$ cat config.mk
export PLATFORM = sky130hd
export DESIGN_NAME = gpa_fhdo_sched
export DESIGN_NICKNAME = d
export VERILOG_FILES = /design/src/rtl/gpa_fhdo_pkg.sv /design/src/rtl/gpa_fhdo_rr_arb.sv /design/src/rtl/gpa_fhdo_sched.sv
export SDC_FILE = /design/constraint.sdc
export NUM_CORES = 1
export LEC_CHECK = 0
export CAP_MARGIN = 20
export CORE_MARGIN = 3
export CORE_UTILIZATION = 59
export DETAILED_ROUTE_END_ITERATION = 8
export GPL_ROUTABILITY_DRIVEN = 0
export PLACE_DENSITY = 0.9
export SYNTH_ARGS = -nofsm -noshare
export SYNTH_HDL_FRONTEND = slang
export SYNTH_SLANG_ARGS = --single-unit
$ cat constraint.sdc
create_clock -name clk -period 17.4 [get_ports clk]
set_clock_uncertainty 0.05 [all_clocks]
set_input_delay 1.74 -clock clk [delete_from_list [all_inputs] [get_ports clk]]
set_output_delay 1.74 -clock clk [all_outputs]
set_load 0.05 [all_outputs]
$ cat src/rtl/gpa_fhdo_pkg.sv
// Shared definitions for the GPA-FHDO scheduler: FSM encoding, gradient word
// field positions, DAC register codes and the slot-word formatter.
package gpa_fhdo_pkg;

  typedef enum logic [1:0] {
    S_IDLE,
    S_ISSUE,
    S_WAIT_BUSY,
    S_WAIT_DONE
  } state_t;

  localparam int PAYLOAD_MSB = 23;
  localparam int PAYLOAD_LSB = 0;
  localparam int BCAST_BIT   = 24;
  localparam int CH_MSB      = 26;
  localparam int CH_LSB      = 25;

  localparam logic [3:0] REG_SYNC     = 4'b0010;
  localparam logic [3:0] REG_DAC_BASE = 4'b1000;

  // Serialiser word for a DAC slot: channel in [26:25], payload in [23:0].
  function automatic logic [31:0] slot_word(input logic [1:0] ch, input logic [23:0] payload);
    return {5'b0, ch, 1'b0, payload};
  endfunction

endpackage

$ cat src/rtl/gpa_fhdo_rr_arb.sv
// 4-way round-robin arbiter; the search starts one past the last accepted
// grant and the pointer only moves when the grant is actually taken.
module gpa_fhdo_rr_arb (
  input  logic       clk,
  input  logic       rst,
  input  logic [3:0] req,
  input  logic       accept,
  output logic [3:0] grant,
  output logic [1:0] idx
);

  logic [1:0] ptr;
  logic [1:0] cand;
  logic       found;

  always_comb begin
    grant = '0;
    idx   = ptr;
    cand  = ptr;
    found = 1'b0;
    for (int i = 0; i < 4; i++) begin
      cand = ptr + 2'(i);
      if (!found && req[cand]) begin
        found = 1'b1;
        idx   = cand;
      end
    end
    if (found) grant[idx] = 1'b1;
  end

  always_ff @(posedge clk or posedge rst) begin
    if (rst)
      ptr <= '0;
    else if (accept)
      ptr <= idx + 2'd1;
  end

endmodule

$ cat src/rtl/gpa_fhdo_sched.sv
// Buffers one word per DAC channel plus one config word and issues them one at a
// time to the SPI serialiser. Optional broadcast writes: GPA_FHDO_SCHED_BCAST_EN.
module gpa_fhdo_sched
  import gpa_fhdo_pkg::*;
#(
  parameter int BUSY_TIMEOUT = 128,
  parameter int NUM_CH       = 4
) (
  input  logic              clk,
  input  logic              rst,
  input  logic [31:0]       grad_data_i,
  input  logic              grad_valid_i,
  input  logic [31:0]       cfg_data_i,
  input  logic              cfg_valid_i,
  output logic              cfg_ready_o,
  output logic [31:0]       ser_data_o,
  output logic              ser_valid_o,
  input  logic              ser_busy_i,
  output logic [NUM_CH-1:0] pending_o,
  output logic              overrun_o,
  output logic              timeout_o,
  input  logic              clr_i,
  output logic              busy_o
);

  localparam int CNT_W = $clog2(BUSY_TIMEOUT + 1);

  state_t             state, state_next;
  logic [23:0]        payload [NUM_CH];
  logic [NUM_CH-1:0]  slot_valid;
  logic [NUM_CH-1:0]  wr_vec, clr_vec;
  logic [31:0]        cfg_word;
  logic               cfg_full, cfg_accept;
  logic [CNT_W-1:0]   cnt;
  logic [3:0]         grant;
  logic [1:0]         grant_idx, wr_ch;
  logic               latch_cfg, latch_slot, timeout_hit, overrun_hit, bcast_sel;
  logic               unused_bits;

  assign unused_bits = ^{grad_data_i[31:27], grad_data_i[BCAST_BIT]};

  gpa_fhdo_rr_arb u_arb (
    .clk    (clk),
    .rst    (rst),
    .req    (slot_valid),
    .accept (latch_slot),
    .grant  (grant),
    .idx    (grant_idx)
  );

  always_comb begin
    state_next  = state;
    latch_cfg   = 1'b0;
    latch_slot  = 1'b0;
    timeout_hit = 1'b0;
    case (state)
      S_IDLE: begin
        if (cfg_full) begin
          latch_cfg  = 1'b1;
          state_next = S_ISSUE;
        end else if (|slot_valid) begin
          latch_slot = 1'b1;
          state_next = S_ISSUE;
        end
      end
      S_ISSUE: state_next = S_WAIT_BUSY;
      S_WAIT_BUSY: begin
        if (ser_busy_i)
          state_next = S_WAIT_DONE;
        else if (cnt == CNT_W'(BUSY_TIMEOUT - 1)) begin
          timeout_hit = 1'b1;
          state_next  = S_IDLE;
        end
      end
      S_WAIT_DONE: if (!ser_busy_i) state_next = S_IDLE;
      default: state_next = S_IDLE;
    endcase
  end

  always_ff @(posedge clk or posedge rst) begin
    if (rst) state <= S_IDLE;
    else     state <= state_next;
  end

  // Counts from the ISSUE cycle so the limit is measured from the valid strobe.
  always_ff @(posedge clk or posedge rst) begin
    if (rst)
      cnt <= '0;
    else if (state == S_IDLE)
      cnt <= '0;
    else if (state == S_ISSUE || state == S_WAIT_BUSY)
      cnt <= cnt + 1'b1;
  end

  always_comb begin
`ifdef GPA_FHDO_SCHED_BCAST_EN
    bcast_sel = grad_data_i[BCAST_BIT];
`else
    bcast_sel = 1'b0;
`endif
    wr_ch  = grad_data_i[CH_MSB:CH_LSB];
    wr_vec = '0;
    if (grad_valid_i) begin
      if (bcast_sel) wr_vec = '1;
      else           wr_vec[wr_ch] = 1'b1;
    end
    clr_vec     = latch_slot ? grant : '0;
    overrun_hit = |(wr_vec & slot_valid & ~clr_vec);
    cfg_accept  = cfg_valid_i && !cfg_full;
  end

  // A write landing on the slot being latched keeps it valid for the next round.
  always_ff @(posedge clk or posedge rst) begin
    if (rst) begin
      slot_valid <= '0;
      for (int i = 0; i < NUM_CH; i++) payload[i] <= '0;
    end else begin
      slot_valid <= (slot_valid & ~clr_vec) | wr_vec;
      for (int i = 0; i < NUM_CH; i++)
        if (wr_vec[i]) payload[i] <= grad_data_i[PAYLOAD_MSB:PAYLOAD_LSB];
    end
  end

  always_ff @(posedge clk or posedge rst) begin
    if (rst) begin
      cfg_full <= 1'b0;
      cfg_word <= '0;
    end else if (cfg_accept) begin
      cfg_full <= 1'b1;
      cfg_word <= cfg_data_i;
    end else if (latch_cfg) begin
      cfg_full <= 1'b0;
    end
  end

  always_ff @(posedge clk or posedge rst) begin
    if (rst)
      ser_data_o <= '0;
    else if (latch_cfg)
      ser_data_o <= cfg_word;
    else if (latch_slot)
      ser_data_o <= slot_word(grant_idx, payload[grant_idx]);
  end

  // Sticky flags: a new event in the same cycle as a clear keeps the flag set.
  always_ff @(posedge clk or posedge rst) begin
    if (rst) begin
      overrun_o <= 1'b0;
      timeout_o <= 1'b0;
    end else begin
      if (overrun_hit)  overrun_o <= 1'b1;
      else if (clr_i)   overrun_o <= 1'b0;
      if (timeout_hit)  timeout_o <= 1'b1;
      else if (clr_i)   timeout_o <= 1'b0;
    end
  end

  assign cfg_ready_o = !cfg_full;
  assign ser_valid_o = (state == S_ISSUE);
  assign busy_o      = (state != S_IDLE);
  assign pending_o   = slot_valid;

endmodule

### Word-level counts from Yosys, hierarchy flattened

Cells that the tools add are included.
Widths: inputs -> output; s select.

| storage, ports and cells | value |
|---|---|
| flip-flop bits (word level) | 179 |
| input port bits | 70 |
| output and inout bits | 41 |
| logic and storage cells | 109 |

| operators by class | value |
|---|---|
| add/sub/neg operators | 5 |
| order comparisons | 9 |
| equal/unequal tests | 7 |
| mux-type cells | 48 |
| bitwise logic cells | 6 |
| reduce and logical (&&, ||, !) cells | 21 |

Operators with widths:

| cell | count |
|---|---|
| $mux 32 | 2 |
| $bmux 24 s2 | 1 |
| $mux 24 | 2 |
| $mux 1 | 23 |
| $lt 2x3->1 const B | 6 |
| $mux 2 | 8 |
| $mux 8 | 2 |
| $and 4x4->4 | 3 |
| $mux 4 | 3 |
| $reduce_bool 2->1 | 6 |
| $add 8x1->8 const B | 1 |
| $bmux 1 s2 | 4 |
| $eq 8x7->1 const B | 1 |
| $pmux 2 s4 | 1 |
| $reduce_or 4->1 | 2 |
| $logic_and 1x1->1 | 6 |
| $ne 3x3->1 const B | 2 |
| $add 2x1->2 const B | 2 |
| $add 2x2->2 const B | 2 |
| $demux 1 s2 | 2 |
| $eq 2x2->1 const B | 2 |
| $ge 2x1->1 const B | 2 |
| $logic_not 1->1 | 4 |
| $not 4->4 | 1 |
| 8 further kinds | 8 |

### Longest topological paths before layout

| depth | value |
|---|---|
| depth in word-level cells | 22 |
| mapped depth | 8 |
| gate-level depth less buffers | 5 |

### Modules after synthesis

From an unflattened synthesis, not the netlist that was laid out.

| second synthesis, totals | value |
|---|---|
| cells, all modules | 544 |
| area total of the unflattened synthesis | 7865.0 sq um |

Modules (own cells, without submodules):

| module | times used | cells each | area an instance (sq um) | seq. area each (sq um) |
|---|---|---|---|---|
| gpa_fhdo_sched | 1 | 512 | 7604.8 | 4429.2 |
| gpa_fhdo_rr_arb | 1 | 32 | 260.2 | 50.0 |

### Worst setup path after synthesis

No wires, ideal clock.

| timing path | value |
|---|---|
| kind | input -> register |
| from | input grad_data_i[26] |
| to | register payload[72] (netlist name) |
| setup time | 0.125 ns |
| arrival time | 3.026 ns |
| required time | 17.225 ns |
| path slack | 14.199 ns |
| cell stages on the path | 4 |
| path buffers | 2 |
| cells stage by stage | clkbuf_1 nor2_1 clkbuf_1 mux2_2 |

| on the way | value |
|---|---|
| word-level cells in the longest chain between the ends | 5 |
| elaborated cells on any way between the ends | 6 |
| classes of those cells | 2 x order compare; 3 x mux; 1 x reduce/logical |

RTL lines:

| element | RTL line | text |
|---|---|---|
| from (decl) | gpa_fhdo_sched.sv:11 | `input logic [31:0] grad_data_i,` |
| $lt 2x3->1 (implied by the code) or $ge 2x1->1 (tied branches) | gpa_fhdo_sched.sv:105 | `else wr_vec[wr_ch] = 1'b1;` |
| $logic_and 1x1->1 (implied by the code) | gpa_fhdo_sched.sv:105 |  |
| $mux 1 (implied by the code) | gpa_fhdo_sched.sv:105 |  |
| $demux 1 s2 (*) | gpa_fhdo_sched.sv:105 |  |
| $mux 4 (*) | gpa_fhdo_sched.sv:103 | `if (grad_valid_i) begin` |
| to (signal, indexed assignment) | gpa_fhdo_sched.sv:120 | `if (wr_vec[i]) payload[i] <= grad_data_i[PAYLOAD_MSB:PAYLOAD_LSB];` |
| to (decl) | gpa_fhdo_sched.sv:29 | `logic [23:0] payload [NUM_CH];` |

Mark *: on every way between the ends. The rest lies on a longest branch, timed or not.
A chain may end at the register's enable or synchronous reset.

### Final worst setup path

| timing path | value |
|---|---|
| from | register state[1] |
| to | output busy_o |

| on the way | value |
|---|---|
| word-level cells in the longest chain between the ends | 1 |

RTL lines:

| element | RTL line | text |
|---|---|---|
| from (decl) | gpa_fhdo_sched.sv:28 | `state_t state, state_next;` |
| from (signal assigned) | gpa_fhdo_sched.sv:82 | `else state <= state_next;` |
| $reduce_bool 2->1 | gpa_fhdo_sched.sv:160 | `assign busy_o = (state != S_IDLE);` |
| to (decl) | gpa_fhdo_sched.sv:23 | `output logic busy_o` |

No other way between the ends.

==> flow_summary.json <==
{
  "outcome": "completed",
  "netlist_area_um2": 7740,
  "crit-reg2reg-launch": "state[1]",
  "finalCriticalPeriod_ps": 4390,
  "routed_wl_um": 17100,
  "slowest_delay_ps": 780,
  "grt_pass1_wl_um": 27800,
  "powerDensity_nw_per_um2": 181,
  "rows": 41,
  "drt-initial-drc-count": 400,
  "ir_worst_vdd_mv": 0.112,
  "io_buffers": 104,
  "fp.dieH_um": 121,
  "dpl.hpwl_um": 10900,
  "total_power_mw": 1.72,
  "layout-drive-gt1-share_pct": 25.3,
  "power.leakage_nw": 4.09,
  "finalCritPeriodShare_pct": 25.2,
  "drv_cap": 0,
  "critPathBufInv": 2,
  "synth-seq-cells": 179,
  "relSlewSlack_pct": 24.1,
  "crit_path_max_fanout": 11,
  "path_cells": "nor2_1 > inv_1 > clkdlybuf4s50_1",
  "syn_avg_cell_area_um2": 13.9,
  "io_pins": 111,
  "final_cell_mix": "179 x dfrtp_1, 118 x mux2_2, 104 x clkdlybuf4s50_1",
  "fp.coreArea_um2": 12700,
  "finalNonFillerCells": 835,
  "antenna_found_initial": 0,
  "hold_start": "cfg_word[27]",
  "dp_cells": 805,
  "holdBufCountCts": 0,
  "grt_max_degree": 101,
  "hold_violations": 0,
  "reg2reg_depth": 6,
  "synth_area_leaders": "dfrtp_1 58%, mux2_2 17%, mux2i_1 6.3%",
  "ctsResizeCount": 0,
  "diodes": 0,
  "area_growth_syn_to_layout_pct": 22.4,
  "stdcell_area_um2": 9480,
  "cts.sinks": 179,
  "clock_latency_ps": 430,
  "yosysWarningCount": 0,
  "first_pass_iters": 5,
  "cts.clk_slew.worst_paths_ps": 60,
  "tns_ps": 0,
  "syn-instance-count": 558,
  "start_kind": "register",
  "worst-r2r-setup-slack_ps": 14240,
  "clockBufferDepth": 2,
  "fmaxAchievable_ghz": 0.228,
  "nets": 723,
  "setup_slack_ps": 13010,
  "worstReg2RegEnd": "ser_data_o[14]",
  "slew_violations": 0,
  "cts_tree": "done",
  "num_vias": 5134,
  "antenna_left": 0,
  "async_flop_share_pct": 100,
  "place_ws_ps": 13360,
  "placed_cell_area_um2": 8890,
  "yosysUniqueCellTypes": 47,
  "crit_slowest_cell": "clkdlybuf4s50_1",
  "cts_setup_buffers": 0,
  "synth_top_cell_area_share_pct": 57.9,
  "synth_edf_count": 0,
  "fin_util_pct": 74.5,
  "wl_per_cell_um": 20.5,
  "cts_buffers": 17,
  "worstMarginPinSlew_ps": 1140,
  "ys_seq_area_share_pct": 57.9,
  "min_path_cells": 1,
  "track_usage_pct": 24.6,
  "cts_root_buf": "clkbuf_16",
  "die_x_um": 121,
  "critPathKind": "reg -> out",
  "path_delay_family": "buffers and inverters",
  "synth_top_area_cell": "dfrtp_1",
  "setup_viol": 0,
  "initial_core_util_pct": 60.8,
  "critical_path.endpoint_type": "primary output",
  "hold_end": "ser_data_o[27]",
  "htreeDepth": 4,
  "drc": 0,
  "rsz0062_at_grt": "false",
  "final_common_cell": "dfrtp_1",
  "die_area_um2": 14500,
  "grt_pass1_vias": 5539,
  "ys.flop_type": "dfrtp_1",
  "synthesis.nets": 629,
  "overflow": 0,
  "hold_class": "reg -> reg",
  "holdWs_ps": 432,
  "cp_data_required_time_ps": 15610,
  "viasPerCell": 6.15,
  "cp.arrival_ps": 2600
}
==> state kept, by name (all words and copies together) (netlist names) <==
signal	flops
ser_data_o	32
timeout_o	1
pending_o	4
cfg_full	1
payload	96
overrun_o	1
state	2
cfg_word	32
u_arb.ptr	2
cnt	8
==> cells by family after synthesis <==
family / share of synthesized area, %
simple gates: 4.64
fa+ha+maj: 0.162
flops: 57.9
xor+xnor: 0.340
buf+inv: 2.80
compound gates: 9.07
mux: 25.1
==> power breakdown <==
group          switching, mW  total (mW)  internal, mW
sequential            0.0938       0.642         0.548
clock                  0.146       0.379         0.232
combinational          0.401       0.694         0.294
==> cells in the mapped netlist, types with 4 or more instances <==
cell	instances
nor3_1	7
nand2b_1	6
a22oi_1	24
o221ai_1	18
clkbuf_1	19
buf_2	7
nand2_1	12
a21oi_1	13
and3_1	4
o221ai_2	8
inv_1	8
mux2_1	11
a22o_1	7
dfrtp_1	179
nor2_1	16
nor2b_1	7
mux2i_1	49
mux2_2	118
==> how the worst max path moves through the flow <==
| stage | startpoint | to | cells after the start |
|---|---|---|---|
| 6_report | state[1] | busy_o | 3 |
| 5_1_grt | state[0] | busy_o | 3 |
| 4_1_cts | state[0] | busy_o | 3 |
| 3_5_place_dp | rst | payload[73] | 3 |
| 3_3_place_gp | rst | cfg_word[24] | 3 |
| 2_1_floorplan | rst | cfg_full | 1 |
==> layer usage <==
layer | wire length (µm) | track usage, %
met1 | 7150 | 32.1
met3 | 1010 | 4.82
met2 | 8630 | 41.0
met5 | 0 | 0
met4 | 350 | 9.42
==> final cells by class <==
cell class                      count  area (µm²)
Multi-Input combinational cell    336        3070
Timing Repair Buffer              110        1090
Inverter                            8        35.0
Clock buffer                       26         519
Sequential cell                   179        4480
Tap cell                          172         215
Clock inverter                      4        70.1
Fill cell                         820        3250
==> worst reg2reg max path, stage by stage, from the launching register on <==
cell      delay [ps]
dfrtp_1          460
nor2_1           630
inv_1            300
nor3_1           530
nand2b_1         480
buf_4            390
o221ai_1         230
Note: power is estimated with default switching activity, not from simulation.
